==> src/rtl/req_resp_initiator.sv <==
// req_resp_initiator: issues a burst of len requests (data = seed + index)
// over a ready/valid request channel and checks the returned responses
// against the same pattern, counting mismatched and spurious responses.
// Optional watchdog: define REQ_RESP_INITIATOR_TIMEOUT_EN to abort a burst
// that makes no progress for 255 cycles (sets timeout and pulses done).
module req_resp_initiator #(
  parameter int MAX_OUT = 2
) (
  input  logic       clk,
  input  logic       reset,
  input  logic       start,
  input  logic [7:0] len,
  input  logic [7:0] seed,
  output logic       io_req_valid,
  input  logic       io_req_ready,
  output logic [7:0] io_req_bits,
  input  logic       io_resp_valid,
  output logic       io_resp_ready,
  input  logic [7:0] io_resp_bits,
  output logic       busy,
  output logic       done,
  output logic [7:0] err_count,
  output logic [2:0] outstanding,
  output logic       timeout
);

  typedef enum logic [1:0] {IDLE, RUN, DRAIN, DONE} state_t;

  localparam logic [2:0] MAX_OUT_C = 3'(MAX_OUT);

  state_t     state, state_nxt;
  logic [7:0] len_q, seed_q;
  logic [7:0] sent, recv;
  logic       accept;
  logic       req_fire, resp_fire, resp_hit, resp_spur, resp_bad;
  logic       last_req;
  logic       wd_expire;

  function automatic logic [7:0] sat_inc8(input logic [7:0] v);
    return (v == 8'hFF) ? v : v + 8'd1;
  endfunction

  assign accept        = (state == IDLE) && start;
  assign io_req_valid  = (state == RUN) && (sent < len_q) && (outstanding < MAX_OUT_C);
  assign io_req_bits   = seed_q + sent;
  assign io_resp_ready = (state == RUN) || (state == DRAIN);
  assign busy          = (state == RUN) || (state == DRAIN);
  assign done          = (state == DONE);

  assign req_fire  = io_req_valid && io_req_ready;
  assign resp_fire = io_resp_valid && io_resp_ready;
  assign resp_hit  = resp_fire && (outstanding != 3'd0);
  assign resp_spur = resp_fire && (outstanding == 3'd0);
  assign resp_bad  = (io_resp_bits != (seed_q + recv));
  assign last_req  = ((sent + 8'd1) == len_q);

`ifdef REQ_RESP_INITIATOR_TIMEOUT_EN
  logic [7:0] wdog;
  logic       timeout_q;

  assign wd_expire = busy && !req_fire && !resp_fire && (wdog == 8'hFF);
  assign timeout   = timeout_q;

  // Watchdog: counts idle cycles while busy, cleared by any handshake
  always_ff @(posedge clk) begin
    if (reset) begin
      wdog      <= 8'd0;
      timeout_q <= 1'b0;
    end else if (accept) begin
      wdog      <= 8'd0;
      timeout_q <= 1'b0;
    end else if (busy) begin
      if (req_fire || resp_fire) begin
        wdog <= 8'd0;
      end else if (!wd_expire) begin
        wdog <= wdog + 8'd1;
      end
      if (wd_expire) begin
        timeout_q <= 1'b1;
      end
    end
  end
`else
  assign wd_expire = 1'b0;
  assign timeout   = 1'b0;
`endif

  // Burst parameters captured when a start is accepted
  always_ff @(posedge clk) begin
    if (accept) begin
      len_q  <= len;
      seed_q <= seed;
    end
  end

  // State register
  always_ff @(posedge clk) begin
    if (reset) begin
      state <= IDLE;
    end else begin
      state <= state_nxt;
    end
  end

  // Next-state logic
  always_comb begin
    state_nxt = state;
    case (state)
      IDLE: begin
        if (start) begin
          state_nxt = (len == 8'd0) ? DONE : RUN;
        end
      end
      RUN: begin
        if (wd_expire) begin
          state_nxt = DONE;
        end else if (req_fire && last_req) begin
          state_nxt = DRAIN;
        end
      end
      DRAIN: begin
        if (wd_expire) begin
          state_nxt = DONE;
        end else if ((outstanding == 3'd0) && (recv == len_q)) begin
          state_nxt = DONE;
        end
      end
      DONE: begin
        state_nxt = IDLE;
      end
      default: begin
        state_nxt = IDLE;
      end
    endcase
  end

  // Request/response bookkeeping and error counting
  always_ff @(posedge clk) begin
    if (reset) begin
      sent        <= 8'd0;
      recv        <= 8'd0;
      outstanding <= 3'd0;
      err_count   <= 8'd0;
    end else if (accept) begin
      sent        <= 8'd0;
      recv        <= 8'd0;
      outstanding <= 3'd0;
      err_count   <= 8'd0;
    end else begin
      if (req_fire) begin
        sent <= sent + 8'd1;
      end
      if (resp_hit) begin
        recv <= recv + 8'd1;
      end
      case ({req_fire, resp_hit})
        2'b10:   outstanding <= outstanding + 3'd1;
        2'b01:   outstanding <= outstanding - 3'd1;
        default: outstanding <= outstanding;
      endcase
      if (resp_spur || (resp_hit && resp_bad)) begin
        err_count <= sat_inc8(err_count);
      end
    end
  end

endmodule

==> config.mk <==
export PLATFORM = sky130hd
export DESIGN_NAME = req_resp_initiator
export DESIGN_NICKNAME = d
export VERILOG_FILES = /design/src/rtl/req_resp_initiator.sv
export SDC_FILE = /design/constraint.sdc
export NUM_CORES = 1
export LEC_CHECK = 0
export ABC_AREA = 1
export CAP_MARGIN = 5
export CORE_MARGIN = 4
export CORE_UTILIZATION = 40
export DETAILED_ROUTE_END_ITERATION = 12
export GPL_TIMING_DRIVEN = 0
export REMOVE_ABC_BUFFERS = 1
export SLEW_MARGIN = 20
export SYNTH_ARGS = -nofsm -noshare
export SYNTH_HDL_FRONTEND = slang
export SYNTH_SLANG_ARGS = --single-unit
==> constraint.sdc <==
create_clock -name clk -period 5.5 [get_ports clk]
set_input_delay 1.1 -clock clk [delete_from_list [all_inputs] [get_ports clk]]
set_output_delay 1.1 -clock clk [all_outputs]
set_load 0.1 [all_outputs]
==> qor.csv, run 1 <==
stage;metric;value;unit
logic_synthesis;yosys_warnings;0;
drt;postRouteAntennaNets;0;
clocking;clock-sinks;45;
final_layout;final_area;0.00389;sq mm
pwr;ir_worst_vdd;0.000377;V
place;hpwl;5670;um
timing;slew_viol_final;0;
timing;fin_setup_tns;0;ns
worst_setup_path;start_kind;flip-flop;
place;placed_area;0.00378;sq mm
final_layout;regArea;0.00106;sq mm
drt;routed_wl;7090;um
logic_synthesis;seq_area_frac_synth;33.4;%
logic_synthesis;ys_ff_latch;45;
status;status;complete, no violations;
clocking;worstSkewPairLatency;0.30;ns
place;io_buffers;51;
logic_synthesis;synth_cell_types;39;
timing;hold_slack;0.496;ns
timing;rsz0062_at_grt;false;
logic_synthesis;async_flop_share;0;%
timing;finalSetupViolCount;0;
timing;fin_crit_sh;83.4;%
clocking;path_clk_slew;0.09;ns
clocking;cts_tree;done;
floorplanning;die_y;97.1;um
floorplanning;die_w;97.1;um
drt;firstDrtPassIters;4;
final_layout;final_cell_mix;85 x nand2_1, 58 x inv_1, 51 x clkdlybuf4s50_1, 39 x a21oi_1, 33 x nand3_1;
final_layout;layout_commonest_cell;nand2_1;
global_routing;grt_max_degree;18;
floorplanning;core;0.00773;sq mm
timing;worst_slew_pin_slew;0.988;ns
timing;report.final.hold_viol_count;0;
clocking;htree_levels;2;
worst_hold_path;hold_class;reg2reg;
clocking;cts_buffer_depth;2;
drt;post_drt_via_cell_ratio;4.88;
global_routing;grt_overflow_total;0;
pwr;power_leakage;1.68;nW
final_layout;area_growth_syn_to_layout;22.4;%
floorplanning;top_level_ports;53;
timing;fin_crit;4.58;ns
drt;drtIter0Drc;103;
floorplanning;initial_core_util;41.1;%
global_routing;grt_antenna_before_repair;0;
worst_setup_path;cpMostUsedCell;o21ai_0;
clocking;cts_buffers;5;
clocking;cts-root-buf;clkbuf_8;
worst_setup_path;cp-startpoint;sent[0]$_SDFFE_PP0P_;
worst_setup_path;path_cells;ha_1, inv_1, fa_1, o21ai_0, a21oi_1, o21ai_0, xor2_1, clkdlybuf4s50_1;
global_routing;grt_pass1_wl;12100;um
final_layout;fill_cells;769;
drt;wl_per_cell;12.5;um
timing;fin_skew;0.0102;ns
final_layout;diodes;0;
worst_setup_path;crit_arrival;3.48;ns
global_routing;track_usage;15.5;%
clocking;cts-hold-fix-buffers;0;
drt;drc;0;
worst_setup_path;endpoint_kind;output port;
floorplanning;die-area;0.00944;sq mm
final_layout;drive_gt1_share;5.39;%
global_routing;grt_pass1_vias;2602;
place;place_congestion;0.804;
drt;vias;2761;
worst_setup_path;cp.required;4.40;ns
worst_hold_path;min-delay-start;outstanding[0]$_SDFFE_PP0P_;
job;maxCapViolations;0;
worst_setup_path;slowest_stage;clkdlybuf4s50_1;
logic_synthesis;synth.cell_area;0.00318;sq mm
logic_synthesis;syn_avg_cell_area;7.73;sq um
pwr;powerDensity;401;mW/mm^2
final_layout;multi_input_area;0.00186;sq mm
timing;slew_headroom;33.9;%
logic_synthesis;synth_ff_type;dfxtp_1;
clocking;cts-resized-gates;0;
worst_setup_path;slowest_delay;1.15;ns
worst_setup_path;r2r_start;len_q[3]$_DFFE_PP_;
logic_synthesis;syn_inst;411;
final_layout;layout.nets;526;
timing;fmaxAchievable;218;MHz
worst_setup_path;crit_fanout;7;
logic_synthesis;synth_enable_flop_cells;16;
clocking;cts_setup_buffers;0;
worst_setup_path;crit_type;reg2out;
floorplanning;num_rows;32;
## registers in the layout, indices dropped and copies added, names as in the netlist
name / flops
state: 2
seed_q: 8
outstanding: 3
sent: 8
err_count: 8
recv: 8
len_q: 8
## path summary, 6_finish.rpt
check                                endpoint  slack [ns]  depth (start not counted)
setup / recovery               io_req_bits[6]        0.92                          8
hold / removal    outstanding[0]$_SDFFE_PP0P_        0.50                          2
setup reg to reg  outstanding[1]$_SDFFE_PP0P_        2.51                         13
hold reg to reg   outstanding[0]$_SDFFE_PP0P_        0.50                          2
## critical path: cells and delay by family, from the launching register on
family	cells	cell delay [ns]
buffers and inverters	2	1.21
AOI/OAI and AO/OA	3	0.65
adders and majority gates	2	0.64
xor gates and xnor gates	1	0.18
DFF	1	0.51
## report_power, final
| part | internal (mW) | leakage [nW] | total [mW] | switching (mW) |
|---|---|---|---|---|
| clock | 0.117 | 0.0534 | 0.228 | 0.111 |
| combinational | 0.239 | 1.24 | 0.877 | 0.638 |
| sequential | 0.399 | 0.386 | 0.453 | 0.0537 |
| total | 0.754 | 1.68 | 1.56 | 0.803 |
## per-stage QoR
stage | worst slack, ns | util, % | power [mW] | cells
global route | 0.751 | 50.3 | 1.66 | 566
detailed placement | 1.22 | 49.0 | 1.34 | 558
finish | 0.915 | 50.3 | 1.56 | 566
CTS | 0.883 | 50.3 | 1.58 | 566
floorplan | 1.40 | - | 1.14 | 405
global placement | 1.23 | 49.0 | 1.33 | 558
## layout make-up
class	instances	area share (%)
Tap cell	102	3.28
Multi-Input combinational cell	300	47.9
Clock inverter	1	0.129
Clock buffer	7	2.51
Sequential cell	45	27.3
Timing Repair Buffer	51	13.1
Inverter	60	5.79
## metal layers
layer	wire length (um)	vias up	part of all wire, %	global-route usage (%)
met5	0	-	0	0
li1	-	1454	-	-
met4	89	0	1.3	4.64
met3	323	10	4.6	3.73
met2	3170	68	45	25.1
met1	3500	1229	49	20.4
## Yosys cell counts (4+ instances only)
master	number	area, sq um
a21oi_1	39	195
dfxtp_1	29	581
edfxtp_1	16	480
ha_1	31	388
inv_1	58	218
nand2_1	85	319
nand3_1	33	165
nand4_1	4	25.0
nor2_1	25	93.8
nor2_2	5	31.3
o21ai_0	18	90.1
xnor2_1	6	52.6
xor2_1	22	193
## cells by family (layout without fill, tap and decap cells)
| family | after synthesis | count (layout) | synth area share, % |
|---|---|---|---|
| buffers and inverters | 66 | 119 | 8.11 |
| AND/OR/NAND/NOR | 168 | 168 | 24.0 |
| other | 1 | 1 | 0.118 |
| adder cells (fa/ha/maj) | 34 | 34 | 14.1 |
| flip-flops | 45 | 45 | 33.4 |
| XOR/XNOR | 29 | 29 | 8.46 |
| AO/OA/AOI/OAI | 68 | 68 | 11.9 |
(Power assumes the default switching activity.)
==> run 2, diff against run 1 <==
==> constraint.sdc (replaced) <==
create_clock -name clk -period 4.5 [get_ports clk]
set_input_delay 0.9 -clock clk [delete_from_list [all_inputs] [get_ports clk]]
set_output_delay 0.9 -clock clk [all_outputs]
set_load 0.1 [all_outputs]
==> run 2 against run 1 <==
Compared with the run above: first-iteration DRC count did not move; sequential share of layout area barely moved; final area barely moved.
==> qor.csv, run 2 (same netlist as run 1, synthesis figures left out) <==
stage;metric;value;unit
pwr;p_sw;981;uW
global_routing;track_usage;15.5;%
drt;vias;2753;
timing;fmaxAchievable;238;MHz
clocking;cts_buffers;5;
floorplanning;initial_core_util;41.1;%
floorplanning;die_w;97.1;um
clocking;worstSkewPairLatency;0.30;ns
worst_setup_path;crit_arrival;3.30;ns
floorplanning;die_y;97.1;um
drt;post_drt_via_cell_ratio;4.86;
status;status;complete, no violations;
floorplanning;die-area;0.00944;sq mm
pwr;p_int;922;uW
pwr;clockPowerShare;14.6;%
clocking;cts-resized-gates;0;
timing;fin_ws;0.297;ns
floorplanning;top_level_ports;53;
place;dp_slack;0.422;ns
timing;fin_crit_sh;93.4;%
drt;drc;0;
floorplanning;core;0.00773;sq mm
drt;postRouteAntennaNets;0;
worst_setup_path;r2r_setup_slack;1.52;ns
worst_setup_path;rr_endpoint;outstanding[1]$_SDFFE_PP0P_;
pwr;p_comb_share;56.3;%
worst_hold_path;min-delay-start;outstanding[0]$_SDFFE_PP0P_;
drt;routed_wl;7090;um
place;place_congestion;0.804;
pwr;power_leakage;1.69;nW
final_layout;diodes;0;
pwr;powerDensity;489;mW/mm^2
timing;fin_crit;4.20;ns
worst_setup_path;start_kind;flip-flop;
pwr;seq_power_share;29.1;%
worst_setup_path;crit_fanout;8;
pwr;switching_share;51.6;%
final_layout;layout.nets;526;
worst_setup_path;path_delay_family;buffers and inverters;
timing;worst_slew_pin_slew;0.988;ns
clocking;path_clk_slew;0.09;ns
clocking;cts_tree;done;
place;hpwl;5670;um
place;placed_area;0.00378;sq mm
timing;slew_headroom;33.9;%
place;dp.cells;558;
pwr;ir_worst_vdd;0.000461;V
final_layout;fin_util;50.4;%
place;io_buffers;51;
worst_setup_path;path_buf_inv;1;
worst_hold_path;hold_depth;2;
worst_setup_path;path_cells;ha_1, a21oi_1, nand2_1, a21oi_1, o21bai_1, nand2_1, nand2_1, a21oi_1, xor2_1, clkdlybuf4s50_1;
worst_hold_path;hold_class;reg2reg;
global_routing;grt_overflow_total;0;
clocking;htree_levels;2;
drt;firstDrtPassIters;4;
drt;wl_per_cell;12.5;um
global_routing;grt_antenna_before_repair;0;
timing;rsz0062_at_grt;false;
final_layout;final_cell_mix;85 x nand2_1, 58 x inv_1, 50 x clkdlybuf4s50_1, 39 x a21oi_1, 33 x nand3_1;
job;maxCapViolations;0;
final_layout;drive_gt1_share;5.39;%
worst_setup_path;cp-startpoint;sent[2]$_SDFFE_PP0P_;
drt;drtIter0Drc;103;
worst_hold_path;whs_endpoint;outstanding[0]$_SDFFE_PP0P_;
final_layout;layout_commonest_cell;nand2_1;
clocking;cts-hold-fix-buffers;0;
timing;finalSetupViolCount;0;
worst_setup_path;slowest_delay;1.15;ns
clocking;clock-sinks;45;
worst_setup_path;cp.required;3.60;ns
final_layout;fill_cells;768;
clocking;cts_buffer_depth;2;
final_layout;final_area;0.00389;sq mm
final_layout;stdcell_count;566;
clocking;cts-root-buf;clkbuf_8;
timing;report.final.hold_viol_count;0;
final_layout;area_growth_syn_to_layout;22.4;%
worst_setup_path;slowest_stage;clkdlybuf4s50_1;
worst_setup_path;worst-r2r-cell-count;13;
global_routing;grt_pass1_wl;12100;um
timing;hold_slack;0.496;ns
timing;slew_viol_final;0;
worst_setup_path;r2r_start;len_q[3]$_DFFE_PP_;
timing;fin_setup_tns;0;ns
final_layout;regArea;0.00106;sq mm
global_routing;grt_max_degree;18;
worst_setup_path;endpoint_kind;output port;
timing;fin_skew;0.0102;ns
pwr;p_total;1.90;mW
global_routing;grt_pass1_vias;2602;
floorplanning;num_rows;32;
worst_setup_path;crit_type;reg2out;
final_layout;multi_input_area;0.00186;sq mm
clocking;cts_setup_buffers;0;
-- run 2: worst reg2reg max path, cell delays in order, from the launching register on --
cell	delay [ns]
edfxtp_1	0.44
inv_1	0.13
ha_1	0.25
a21oi_1	0.14
nand2_1	0.08
nand2_1	0.06
nand4_1	0.11
nor2_2	0.46
inv_1	0.21
ha_1	0.25
inv_1	0.09
fa_1	0.41
o21a_1	0.17
nor2_1	0.09
-- run 2: power groups by stage --
stage	Combinational, mW	Sequential (mW)	Clock [mW]
after floorplan	0.803	0.586	0
final	1.07	0.554	0.278
after detailed placement	1.08	0.563	0
after CTS	1.08	0.553	0.293
after global routing	1.16	0.563	0.313
after global placement	1.07	0.561	0
-- run 2: final cells by class --
class                           instances  area share (%)
Sequential cell                        45            27.3
Clock buffer                            7            2.51
Timing Repair Buffer                   51            13.2
Clock inverter                          1           0.129
Inverter                               60            5.79
Tap cell                              102            3.28
Multi-Input combinational cell        300            47.8
-- run 2: how the worst max path moves through the flow --
| stage | cells after the start | endpoint | slack, ns |
|---|---|---|---|
| after detailed placement | 8 | io_req_bits[6] | 0.42 |
| final | 10 | io_req_bits[7] | 0.30 |
| after floorplan | 7 | io_req_bits[6] | 0.60 |
| after CTS | 8 | io_req_bits[6] | 0.08 |
| after global routing | 10 | io_req_bits[7] | 0.13 |
| after global placement | 8 | io_req_bits[6] | 0.43 |
-- run 2: routing by layer --
metal / GRT usage (%) / part of all wire [%] / vias up
li1: - / - / 1453
met1: 20.4 / 49 / 1227
met2: 25.1 / 45 / 67
met3: 3.73 / 5.1 / 6
met4: 4.64 / 1.1 / 0
met5: 0 / 0 / -
